**src/rtl/adder_bist_controller.sv**
```systemverilog
// adder_bist_controller: built-in self-test sequencer for the ALSU adder slice.
// Sweeps every {op,A,B} vector into the adder and checks Sum/carry/flag
// against an internal reference model. Reports pass, error count, first fail.
//
// Ports:
//   clk, rst (async, active-high), start (one-cycle pulse)
//   A, B, Sel      -> stimulus to the adder (Sel[Width_Sel-1:2] always 0)
//   Sum, carry_out, Negative_Sign_Adder_Flag <- adder response
//   busy, done, pass, error_count, fail_vector -> status (all registered)
//
// Optional feature macro: STOP_ON_FAIL_EN
//   defined   : first mismatch ends the sweep; A/B/Sel hold the failing vector
//   undefined : full sweep always completes
module adder_bist_controller #(
    parameter int Width         = 4,
    parameter int Width_Sel     = 5,
    parameter int Settle_Cycles = 1,
    parameter int Err_Width     = 11
) (
    input  logic                   clk,
    input  logic                   rst,
    input  logic                   start,
    output logic [Width-1:0]       A,
    output logic [Width-1:0]       B,
    output logic [Width_Sel-1:0]   Sel,
    input  logic [Width-1:0]       Sum,
    input  logic                   carry_out,
    input  logic                   Negative_Sign_Adder_Flag,
    output logic                   busy,
    output logic                   done,
    output logic                   pass,
    output logic [Err_Width-1:0]   error_count,
    output logic [2*Width+1:0]     fail_vector
);

    localparam int IW = 2 * Width + 2;
    localparam int CW = (Settle_Cycles > 1) ? $clog2(Settle_Cycles) : 1;

    typedef enum logic [2:0] {
        S_IDLE,
        S_APPLY,
        S_WAIT,
        S_CHECK,
        S_DONE
    } state_t;

    state_t               state_q;
    logic [IW-1:0]        idx_q;
    logic [Width-1:0]     a_q;
    logic [Width-1:0]     b_q;
    logic [1:0]           op_q;
    logic [CW-1:0]        wcnt_q;
    logic                 busy_q;
    logic                 done_q;
    logic                 pass_q;
    logic [Err_Width-1:0] err_q;
    logic [IW-1:0]        fvec_q;

    // Reference model, evaluated on the vector currently driven to the adder
    logic [Width:0]       exp_add;
    logic [Width-1:0]     exp_sum;
    logic                 exp_carry;
    logic                 exp_flag;
    logic                 mismatch;
    logic                 first_err;
    logic [Err_Width-1:0] err_d;

    always_comb begin
        exp_add   = {1'b0, a_q} + {1'b0, b_q};
        exp_sum   = '0;
        exp_carry = 1'b0;
        exp_flag  = 1'b0;
        case (op_q)
            2'b00: begin
                exp_sum   = exp_add[Width-1:0];
                exp_carry = exp_add[Width];
            end
            2'b01: begin
                if (a_q >= b_q) begin
                    exp_sum = a_q - b_q;
                end else begin
                    exp_sum  = b_q - a_q;
                    exp_flag = 1'b1;
                end
            end
            2'b10:   exp_sum = ~b_q + 1'b1;
            default: exp_sum = ~a_q + 1'b1;
        endcase

        mismatch  = (Sum != exp_sum)
                  || (carry_out != exp_carry)
                  || (Negative_Sign_Adder_Flag != exp_flag);
        first_err = (err_q == '0);
        // Saturate rather than wrap so a huge failure never reads as a pass
        err_d     = (&err_q) ? err_q : err_q + 1'b1;
    end

    always_ff @(posedge clk or posedge rst) begin
        if (rst) begin
            state_q <= S_IDLE;
            idx_q   <= '0;
            a_q     <= '0;
            b_q     <= '0;
            op_q    <= '0;
            wcnt_q  <= '0;
            busy_q  <= 1'b0;
            done_q  <= 1'b0;
            pass_q  <= 1'b0;
            err_q   <= '0;
            fvec_q  <= '0;
        end else begin
            case (state_q)
                S_IDLE, S_DONE: begin
                    if (start) begin
                        state_q <= S_APPLY;
                        idx_q   <= '0;
                        err_q   <= '0;
                        fvec_q  <= '0;
                        done_q  <= 1'b0;
                        pass_q  <= 1'b0;
                        busy_q  <= 1'b1;
                    end
                end

                S_APPLY: begin
                    op_q    <= idx_q[IW-1:IW-2];
                    a_q     <= idx_q[2*Width-1:Width];
                    b_q     <= idx_q[Width-1:0];
                    wcnt_q  <= '0;
                    state_q <= (Settle_Cycles == 0) ? S_CHECK : S_WAIT;
                end

                S_WAIT: begin
                    if (wcnt_q == CW'(Settle_Cycles - 1)) begin
                        state_q <= S_CHECK;
                    end else begin
                        wcnt_q <= wcnt_q + 1'b1;
                    end
                end

                S_CHECK: begin
                    if (mismatch) begin
                        err_q <= err_d;
                        if (first_err) begin
                            fvec_q <= {op_q, a_q, b_q};
                        end
                    end
`ifdef STOP_ON_FAIL_EN
                    // A/B/Sel are left untouched so they keep the failing vector
                    if (mismatch) begin
                        state_q <= S_DONE;
                        busy_q  <= 1'b0;
                        done_q  <= 1'b1;
                        pass_q  <= 1'b0;
                    end else
`endif
                    if (&idx_q) begin
                        state_q <= S_DONE;
                        busy_q  <= 1'b0;
                        done_q  <= 1'b1;
                        pass_q  <= !mismatch && first_err;
                    end else begin
                        idx_q   <= idx_q + 1'b1;
                        state_q <= S_APPLY;
                    end
                end

                default: state_q <= S_IDLE;
            endcase
        end
    end

    assign A           = a_q;
    assign B           = b_q;
    assign Sel         = {{(Width_Sel - 2){1'b0}}, op_q};
    assign busy        = busy_q;
    assign done        = done_q;
    assign pass        = pass_q;
    assign error_count = err_q;
    assign fail_vector = fvec_q;

endmodule
```
**config.mk**
```make
export PLATFORM = sky130hd
export DESIGN_NAME = adder_bist_controller
export DESIGN_NICKNAME = d
export VERILOG_FILES = /design/src/rtl/adder_bist_controller.sv
export SDC_FILE = /design/constraint.sdc
export NUM_CORES = 1
export LEC_CHECK = 0
export CAP_MARGIN = 10
export CORE_MARGIN = 1.5
export CORE_UTILIZATION = 55
export CTS_BUF_LIST = sky130_fd_sc_hd__clkbuf_8 sky130_fd_sc_hd__clkbuf_16
export CTS_CLUSTER_DIAMETER = 120
export DETAILED_ROUTE_END_ITERATION = 10
export PLACE_DENSITY = 0.77
export SLEW_MARGIN = 20
export SYNTH_ARGS = -nofsm -noshare
export SYNTH_HDL_FRONTEND = slang
export SYNTH_SLANG_ARGS = --single-unit
```
**constraint.sdc**
```tcl
create_clock -name clk -period 4.25 [get_ports clk]
set_clock_uncertainty 0.1 [all_clocks]
set_input_delay 0.85 -clock clk [delete_from_list [all_inputs] [get_ports clk]]
set_output_delay 0.85 -clock clk [all_outputs]
set_load 0.02 [all_outputs]
```
[After elaboration in Yosys (flattened, before gate mapping)]
Cells that the tools add are included.
Storage, ports and cells
  register bits after elaboration: 48
  input port bits: 9
  output and inout bits: 37
  word-level logic and storage cells: 84
Operators by class
  $add $sub $neg: 8
  order comparisons: 1
  equality and inequality tests: 16
  multiplexer cells: 29
  bitwise gates (word level): 2
  reduce and logical (&&, ||, !) cells: 17
Operators with widths (number)
  $mux W10: 4
  $pmux W10 S2: 2
  $mux W11: 3
  $pmux W11 S2: 1
  $ne A2 B2 Y1 const B: 7
  $pmux W3 S4: 1
  $pmux W4 S3: 1
  $add A11 B1 Y11 const B: 1
  $logic_not A11 Y1: 1
  $reduce_and A11 Y1: 1
  $add A10 B1 Y10 const B: 1
  $reduce_and A10 Y1: 1
  $mux W1: 9
  $mux W3: 3
  $add A4 B1 Y4 const B: 2
  $not A4 Y4: 2
  $pmux W1 S2: 4
  $reduce_and A4 Y1: 2
  $sub A4 B4 Y4: 2
  $eq A3 B2 Y1 const B: 2
  $reduce_and A3 Y1: 2
  $add A4 B4 Y5: 1
  $ge A4 B4 Y1: 1
  $mux W4: 1
  15 further kinds: 18

[Longest topological paths before layout]
Gate-level depths: netlist (run 1).
  depth after elaboration: 10
  mapped depth: 14
  gate-level depth less buffers: 12

[Least setup slack after synthesis (run 1)]
No wires, ideal clock.
  path kind: flip-flop to flip-flop
  start: register a_q[0] (netlist: A[0])
  end: register fvec_q[0] (netlist: fail_vector[0])
  setup time: 125 ps
  arrival time: 2983 ps
  required time: 4025 ps
  setup slack: 1042 ps
  stages on the path, launching flop included: 13
  buffers on the path: 0
  period minus slack after synthesis: 3208 ps
  cell sequence: dfrtp_1 > inv_1 > ha_1 > inv_1 > fa_1 > a21oi_1 > o21ai_2 > mux2_1 > or3_1 > o311a_2 > nor3b_4 > a21oi_4 > mux2_4
On the way
  word-level cells in the longest chain between the ends: 8
  elaborated cells on any way between the ends: 18
  classes of those cells: add/sub: 4; order compare: 1; eq/ne: 4; mux: 5; bitwise: 1; reduce/logical: 3
Ends and longest elaborated chain
  start: declaration: line 49  | logic [Width-1:0] a_q;
  start signal: assignment: line 127  | a_q <= idx_q[2*Width-1:Width];
  $sub A4 B4 Y4, or another cell as far along: line 82  | exp_sum = b_q - a_q;
  $mux W4 / $add A4 B1 Y4 (equally long branches): line 79, 87
  $pmux W4 S3: line 73  | case (op_q)
  $ne A4 B4 Y1: line 90  | mismatch = (Sum != exp_sum)
  $logic_or A1 B1 Y1: line 91  | || (carry_out != exp_carry)
  $logic_or A1 B1 Y1 *: line 92  | || (Negative_Sign_Adder_Flag != exp_flag);
  $ne A2 B2 Y1 (no line) *
  $reduce_and A4 Y1 (no line) *
  end signal: assignment: line 145  | fvec_q <= {op_q, a_q, b_q};
  end: declaration: line 57  | logic [IW-1:0] fvec_q;
Every way passes the cells marked *; elsewhere a longest branch is shown, timed or not.
A chain may end at the register's enable or synchronous reset.

[Worst setup path in the final report (run 1)]
  start: register a_q[0] (netlist: A[0])
  end: register err_q[5] (netlist: error_count[5])
On the way
  word-level cells in the longest chain between the ends: 8
  elaborated cells on any way between the ends: 18
  classes of those cells: add/sub: 4; order compare: 1; eq/ne: 4; mux: 5; bitwise: 1; reduce/logical: 3
Ends and longest elaborated chain
  $sub A4 B4 Y4, or another cell as far along: line 82
  $mux W4 / $add A4 B1 Y4 (equally long branches): line 79, 87
  $pmux W4 S3: line 73
  $ne A4 B4 Y1: line 90
  $logic_or A1 B1 Y1: line 91
  $logic_or A1 B1 Y1 *: line 92
  $ne A2 B2 Y1 (no line) *
  $reduce_and A4 Y1 (no line) *
  end signal: assignment: line 143  | err_q <= err_d;
  end: declaration: line 56  | logic [Err_Width-1:0] err_q;
Marks and branches as above.

==> impl_metrics.ini, run 1 <==
[finish]
areaGrowthSynthToFinish_pct = 19.5
nets = 398
utilization = 0.675
final_cells = 444
drive_gt1_frac = 0.0968
n_antenna_cell = 0

[floorplan]
dieArea_um2 = 6080
core_area_um2 = 5470
io_pins = 46
row_count = 27
die_h_um = 78.0
die_width_um = 78.0
initial_core_util = 0.565

[power_and_ir_drop]
power_switching_w = 0.000809
combPwrFrac = 0.487
internal-power_w = 0.00114
p_per_area_nw_per_um2 = 528
ir_drop_v = 0.000439
clkPwrFrac = 0.197
leakagePower_nw = 1.57
pwr-share-seq = 0.315
power.share.switching = 0.414

[clocking]
cts_resized = 0
htreeDepth = 2
root_buffer = clkbuf_8
clock_path_buffers = 2
clk_pin_slew_ns = 0.10
clk_latency_ns = 0.30
postCtsHoldBufs = 0
post-cts-setup-buffers = 0
cts_tree = built
cts_buffers = 5
cts_sinks = 47

[sta]
fmax_ghz = 0.280
finalHoldViolCount = 0
slew_viol_final = 0
slew_headroom = 0.457
setup_viol = 0
timing.final.crit_share = 0.841
layout_setup_ws_ns = 0.675
rsz0062_at_grt = no
period_needed_ns = 3.58
worst_slew_pin_slew_ns = 0.813
setup_tns_ns = 0

[critical_path]
worstRegToRegCells = 12
reg2reg_setup_slack_ns = 0.67
critPathKind = reg2reg
cp-start-kind = flip-flop
cp_max_fo = 11
endpoint = error_count[5]$_DFFE_PP0P_
r2r-start = A[0]$_DFFE_PP0N_
startpoint = A[0]$_DFFE_PP0N_
cp-end-kind = flip-flop
cp.arrival_ns = 3.63
regToRegEndpoint = error_count[5]$_DFFE_PP0P_
worstPathRequired_ns = 4.31

[synth]
yosys_most_used_dff = dfrtp_1
netlist_area_um2 = 3090
yosysWarnings = 0
synthCells = 329
avgSynthCellArea_um2 = 9.40
synth.distinct_cells = 60
yosys.area.top_type = dfrtp_1
synth_edf_count = 0
yosysSeqAreaShare = 0.380
synth_common_cells = dfrtp_1, nand2_1, inv_1
ys_async_sr_fraction = 1.00
synth_most_common_cell = dfrtp_1
ys_ff_latch = 47
yosysTopAreaCellShare = 0.380
yosys-top-cells-area = dfrtp_1, ha_1, nand2_1

[min_path]
min_path_cells = 1
min_path_type = reg2reg

[place]
gp_congestion = 0.897
place_ws_ns = 0.775
hpwl_um = 5160
placed_cells = 436
io_buffer_count = 42

[drt]
wire_per_inst_um = 16.2
drtIter0Drc = 152
ant_nets = 0
wirelength_um = 7170
firstDrtPassIters = 4
via_per_inst = 5.77
drc = 0
num_vias = 2560

[job]
drv_cap = 0

[global_route]
busiest_layer = met2
grt_pass1_vias = 2433
grt_use_met3 = 0.0388
globalRouteTotalUtil = 0.250
antenna_found_initial = 0
met1_usage = 0.366
grt-ovfl-total = 0
grt_pass1_wl_um = 12000
grt_use_met2 = 0.391
grt_start_max_net_pins = 48

[outcome]
status = complete, no violations
## per-layer routing
layer,part of all wire,vias to the layer above
li1,-,1245
met1,0.49,1250
met2,0.47,60
met3,0.038,5
met4,0.0085,0
met5,0,-
## state kept, by name, summed over array words and instances (netlist names)
register / cells
A: 4
state_q: 3
B: 4
done: 1
busy: 1
idx_q: 10
op_q: 2
error_count: 11
pass: 1
fail_vector: 10
## cell usage in the layout (no fill, tap or decap), types with 8 or more instances in the layout
cell,synthesis,final
a21oi_1,16,16
clkdlybuf4s50_1,0,42
dfrtp_1,47,47
ha_1,15,15
inv_1,25,25
mux2_4,8,8
mux2i_1,9,9
nand2_1,36,36
nand3_1,16,16
nor2_1,23,23
o21ai_0,19,19
xnor2_1,8,8
## power groups by stage
stage	registers (W)	clock network (W)	logic [W]
3_5_place_dp	0.000622	0	0.000947
3_3_place_gp	0.000619	0	0.000919
6_report	0.000616	0.000386	0.000952
2_1_floorplan	0.000650	0	0.000650
5_1_grt	0.000628	0.000405	0.00105
4_1_cts	0.000614	0.000389	0.000952
## worst max-delay path: stages, from the launching register on
cell     delay [ns]
dfrtp_1        0.45
inv_1          0.13
ha_1           0.19
inv_1          0.06
fa_1           0.38
a21oi_1        0.21
o21ai_2        0.10
mux2_1         0.30
or3_1          0.31
o311a_2        0.14
nor3b_4        0.37
and2_1         0.51
o32ai_1        0.17
## cells by family (layout without fill, tap and decap cells)
logic type                 after synthesis  count (layout)  share of synthesized area
and+or+nand+nor                        114             114                      0.183
AOI/OAI and AO/OA                       76              76                      0.178
buffers and inverters                   39              80                     0.0579
muxes                                   20              20                     0.0789
adders and majority gates               18              18                     0.0801
DFF                                     47              47                      0.380
other                                    1               3                    0.00121
xor gates and xnor gates                14              14                     0.0397
## area by class of cell
type,instances,area (µm²)
Fill cell,466,1780
Multi-Input combinational cell,245,1740
Sequential cell,47,1180
Timing Repair Buffer,47,458
Inverter,25,95.1
Tap cell,72,90.1
Clock buffer,5,68.8
Clock inverter,3,63.8
## worst min-delay path by stage
stage                                 startpoint                endpoint
after floorplan           state_q[2]$_DFFE_PP0P_  state_q[1]$_DFFE_PP0P_
after global placement    state_q[2]$_DFFE_PP0P_  state_q[1]$_DFFE_PP0P_
after detailed placement        busy$_DFFE_PP0P_        busy$_DFFE_PP0P_
after CTS                 state_q[2]$_DFFE_PP0P_  state_q[1]$_DFFE_PP0P_
after global routing      state_q[2]$_DFFE_PP0P_  state_q[1]$_DFFE_PP0P_
final                     state_q[2]$_DFFE_PP0P_  state_q[1]$_DFFE_PP0P_
## stage by stage
stage                     hold WS, ns  total power, W  area, µm²
after floorplan                 0.344         0.00130       3100
after global placement          0.362         0.00154       3560
after detailed placement        0.362         0.00157       3560
after CTS                       0.390         0.00195       3690
after global routing            0.410         0.00208       3700
final                           0.390         0.00195       3700
(Power assumes the default switching activity.)
==> run 2, diff against run 1 <==
--- a/config.mk
+++ b/config.mk
@@ -7,11 +7,11 @@
 export LEC_CHECK = 0
 export CAP_MARGIN = 10
 export CORE_MARGIN = 1.5
-export CORE_UTILIZATION = 55
+export CORE_UTILIZATION = 49
 export CTS_BUF_LIST = sky130_fd_sc_hd__clkbuf_8 sky130_fd_sc_hd__clkbuf_16
 export CTS_CLUSTER_DIAMETER = 120
 export DETAILED_ROUTE_END_ITERATION = 10
-export PLACE_DENSITY = 0.77
+export PLACE_DENSITY = 0.72
 export SLEW_MARGIN = 20
 export SYNTH_ARGS = -nofsm -noshare
 export SYNTH_HDL_FRONTEND = slang
==> constraint.sdc (replaced) <==
create_clock -name clk -period 3.2 [get_ports clk]
set_clock_uncertainty 0.1 [all_clocks]
set_input_delay 0.64 -clock clk [delete_from_list [all_inputs] [get_ports clk]]
set_output_delay 0.64 -clock clk [all_outputs]
set_load 0.02 [all_outputs]
==> run 2 against run 1 <==
Critical path depth fell by 1; worst setup slack got worse by 0.53 ns; via count rose by 2.5%; register-to-register slack got worse by 0.53 ns; die area rose by 12%; critical endpoint is now fail_vector[1]$_DFFE_PP0P_; largest cell class unchanged.
==> impl_metrics.ini, run 2 (same netlist as run 1, synthesis figures left out) <==
[outcome]
status = complete, no violations

[global_route]
grt_pass1_vias = 2603
grt-ovfl-total = 0
globalRouteTotalUtil = 0.238
grt_start_max_net_pins = 22
grt_pass1_wl_um = 12100
antenna_found_initial = 0

[clocking]
clock_path_buffers = 2
clk_latency_ns = 0.29
htreeDepth = 2
postCtsHoldBufs = 0
clk_pin_slew_ns = 0.08
cts_tree = built
root_buffer = clkbuf_8
cts_sinks = 47
cts_buffers = 5

[finish]
largest_reg_flops = 11
drive_gt1_frac = 0.164
n_antenna_cell = 0
final_cell_mix = dfrtp_1, clkdlybuf4s50_1, nand2_1
nets = 417
areaGrowthSynthToFinish_pct = 25.5
mostFrequentLayoutCell = dfrtp_1
utilization = 0.647
nFillCells = 501

[critical_path]
cp.arrival_ns = 3.14
startpoint = op_q[0]$_DFFE_PP0N_
crit_cells = 11
cp_top_family = compound AO/OA/AOI/OAI gates
slowest_stage = a311o_1
endpoint = fail_vector[1]$_DFFE_PP0P_
regToRegEndpoint = fail_vector[1]$_DFFE_PP0P_
worstRegToRegCells = 11
reg2reg_setup_slack_ns = 0.14
cp-end-kind = flip-flop
cp.buffers_inverters = 1
cp-start-kind = flip-flop
worstPathRequired_ns = 3.28
cp_max_fo = 10
cpPeakStageDelay_ns = 0.39
path_cells = nand2b_2, mux2i_2, ha_1, xor2_1, a21oi_1, o311ai_0, a311o_1, nor3b_4, a21oi_4, buf_12, mux2_4
critPathKind = reg2reg
r2r-start = op_q[0]$_DFFE_PP0N_

[power_and_ir_drop]
power_switching_w = 0.00110
leakagePower_nw = 1.65
clkPwrFrac = 0.157
internal-power_w = 0.00155
combPwrFrac = 0.542
ir_drop_v = 0.000439
power.share.switching = 0.414
p_per_area_nw_per_um2 = 683
pwr-share-seq = 0.302

[drt]
wire_per_inst_um = 16.1
ant_nets = 0
drtIter0Drc = 180
drc = 0
via_per_inst = 5.63
firstDrtPassIters = 5
wirelength_um = 7520
num_vias = 2624

[sta]
layout_setup_ws_ns = 0.140
timing.final.crit_share = 0.956
setup_tns_ns = 0
fmax_ghz = 0.327
setup_viol = 0
finalHoldViolCount = 0
period_needed_ns = 3.06
rsz0062_at_grt = no
slew_viol_final = 0

[floorplan]
row_count = 28
dieArea_um2 = 6800
io_pins = 46
die_width_um = 82.4
initial_core_util = 0.516
core_area_um2 = 5990
die_h_um = 82.4

[min_path]
min_from = state_q[2]$_DFFE_PP0P_
min_path_type = reg2reg

[place]
io_buffer_count = 42
place_ws_ns = 0.0574
hpwl_um = 5670
gp_congestion = 0.927

[job]
drv_cap = 0
## run 2: changes by cell type in the layout (fill, tap and decap cells not counted), moves of 2 or more
cell,change
buf_12,+2
buf_4,+17
mux2i_1,-2
mux2i_2,+2
## run 2: layout make-up
type                       instances  area (µm²)  area share
inverter                          25        93.8      0.0242
tap                               75        93.8      0.0242
clock inverter                     3        37.5     0.00968
clock buffer                       5        68.8      0.0177
multi-input combinational        245        1780       0.459
sequential                        47        1180       0.304
timing repair buffer              66         626       0.161
## run 2: metrics by stage
step | cell area (µm²) | total power (W) | hold slack, ns | std cells
CTS | 3840 | 0.00261 | 0.388 | 466
global route | 3880 | 0.00283 | 0.421 | 466
detailed placement | 3730 | 0.00219 | 0.378 | 458
floorplan | 3100 | 0.00173 | 0.344 | 331
global placement | 3730 | 0.00217 | 0.370 | 458
finish | 3880 | 0.00265 | 0.395 | 466
## run 2: layer usage
metal  global-route usage  up-vias  routed length, µm
li1                     -     1276                  -
met3               0.0374       10                342
met2                0.372       70               3570
met4               0.0797        0                122
met1                0.335     1268               3480
met5                    0        -                  0
## run 2: repair_timing
action | CTS | global route
resized for setup | 0 | 10
setup buffers | 0 | 0
setup endpoints to repair | 0 | 19
## run 2: worst register-to-register path: cells and delay by family, from the launching register on
family / cells / cell delay [ns]
AND/OR/NAND/NOR: 2 / 0.53
buffers and inverters: 1 / 0.16
XOR/XNOR: 1 / 0.17
adder cells (fa/ha/maj): 1 / 0.30
multiplexers: 2 / 0.55
AO/OA/AOI/OAI: 4 / 0.76
flip-flops: 1 / 0.38
## run 2: power groups by stage
stage	logic [W]	clock network (W)	registers, W
after floorplan	0.000863	0	0.000863
after global placement	0.00137	0	0.000803
after detailed placement	0.00139	0	0.000807
after CTS	0.00139	0.000425	0.000796
after global routing	0.00157	0.000445	0.000814
final	0.00144	0.000415	0.000799
## run 2: worst min path at each step
| stage | end | slack [ns] | cells past startpoint |
|---|---|---|---|
| 2_1_floorplan | state_q[1]$_DFFE_PP0P_ | 0.34 | 1 |
| 3_3_place_gp | busy$_DFFE_PP0P_ | 0.37 | 2 |
| 3_5_place_dp | state_q[1]$_DFFE_PP0P_ | 0.38 | 1 |
| 4_1_cts | state_q[1]$_DFFE_PP0P_ | 0.39 | 1 |
| 5_1_grt | state_q[1]$_DFFE_PP0P_ | 0.42 | 1 |
| 6_report | state_q[1]$_DFFE_PP0P_ | 0.40 | 1 |
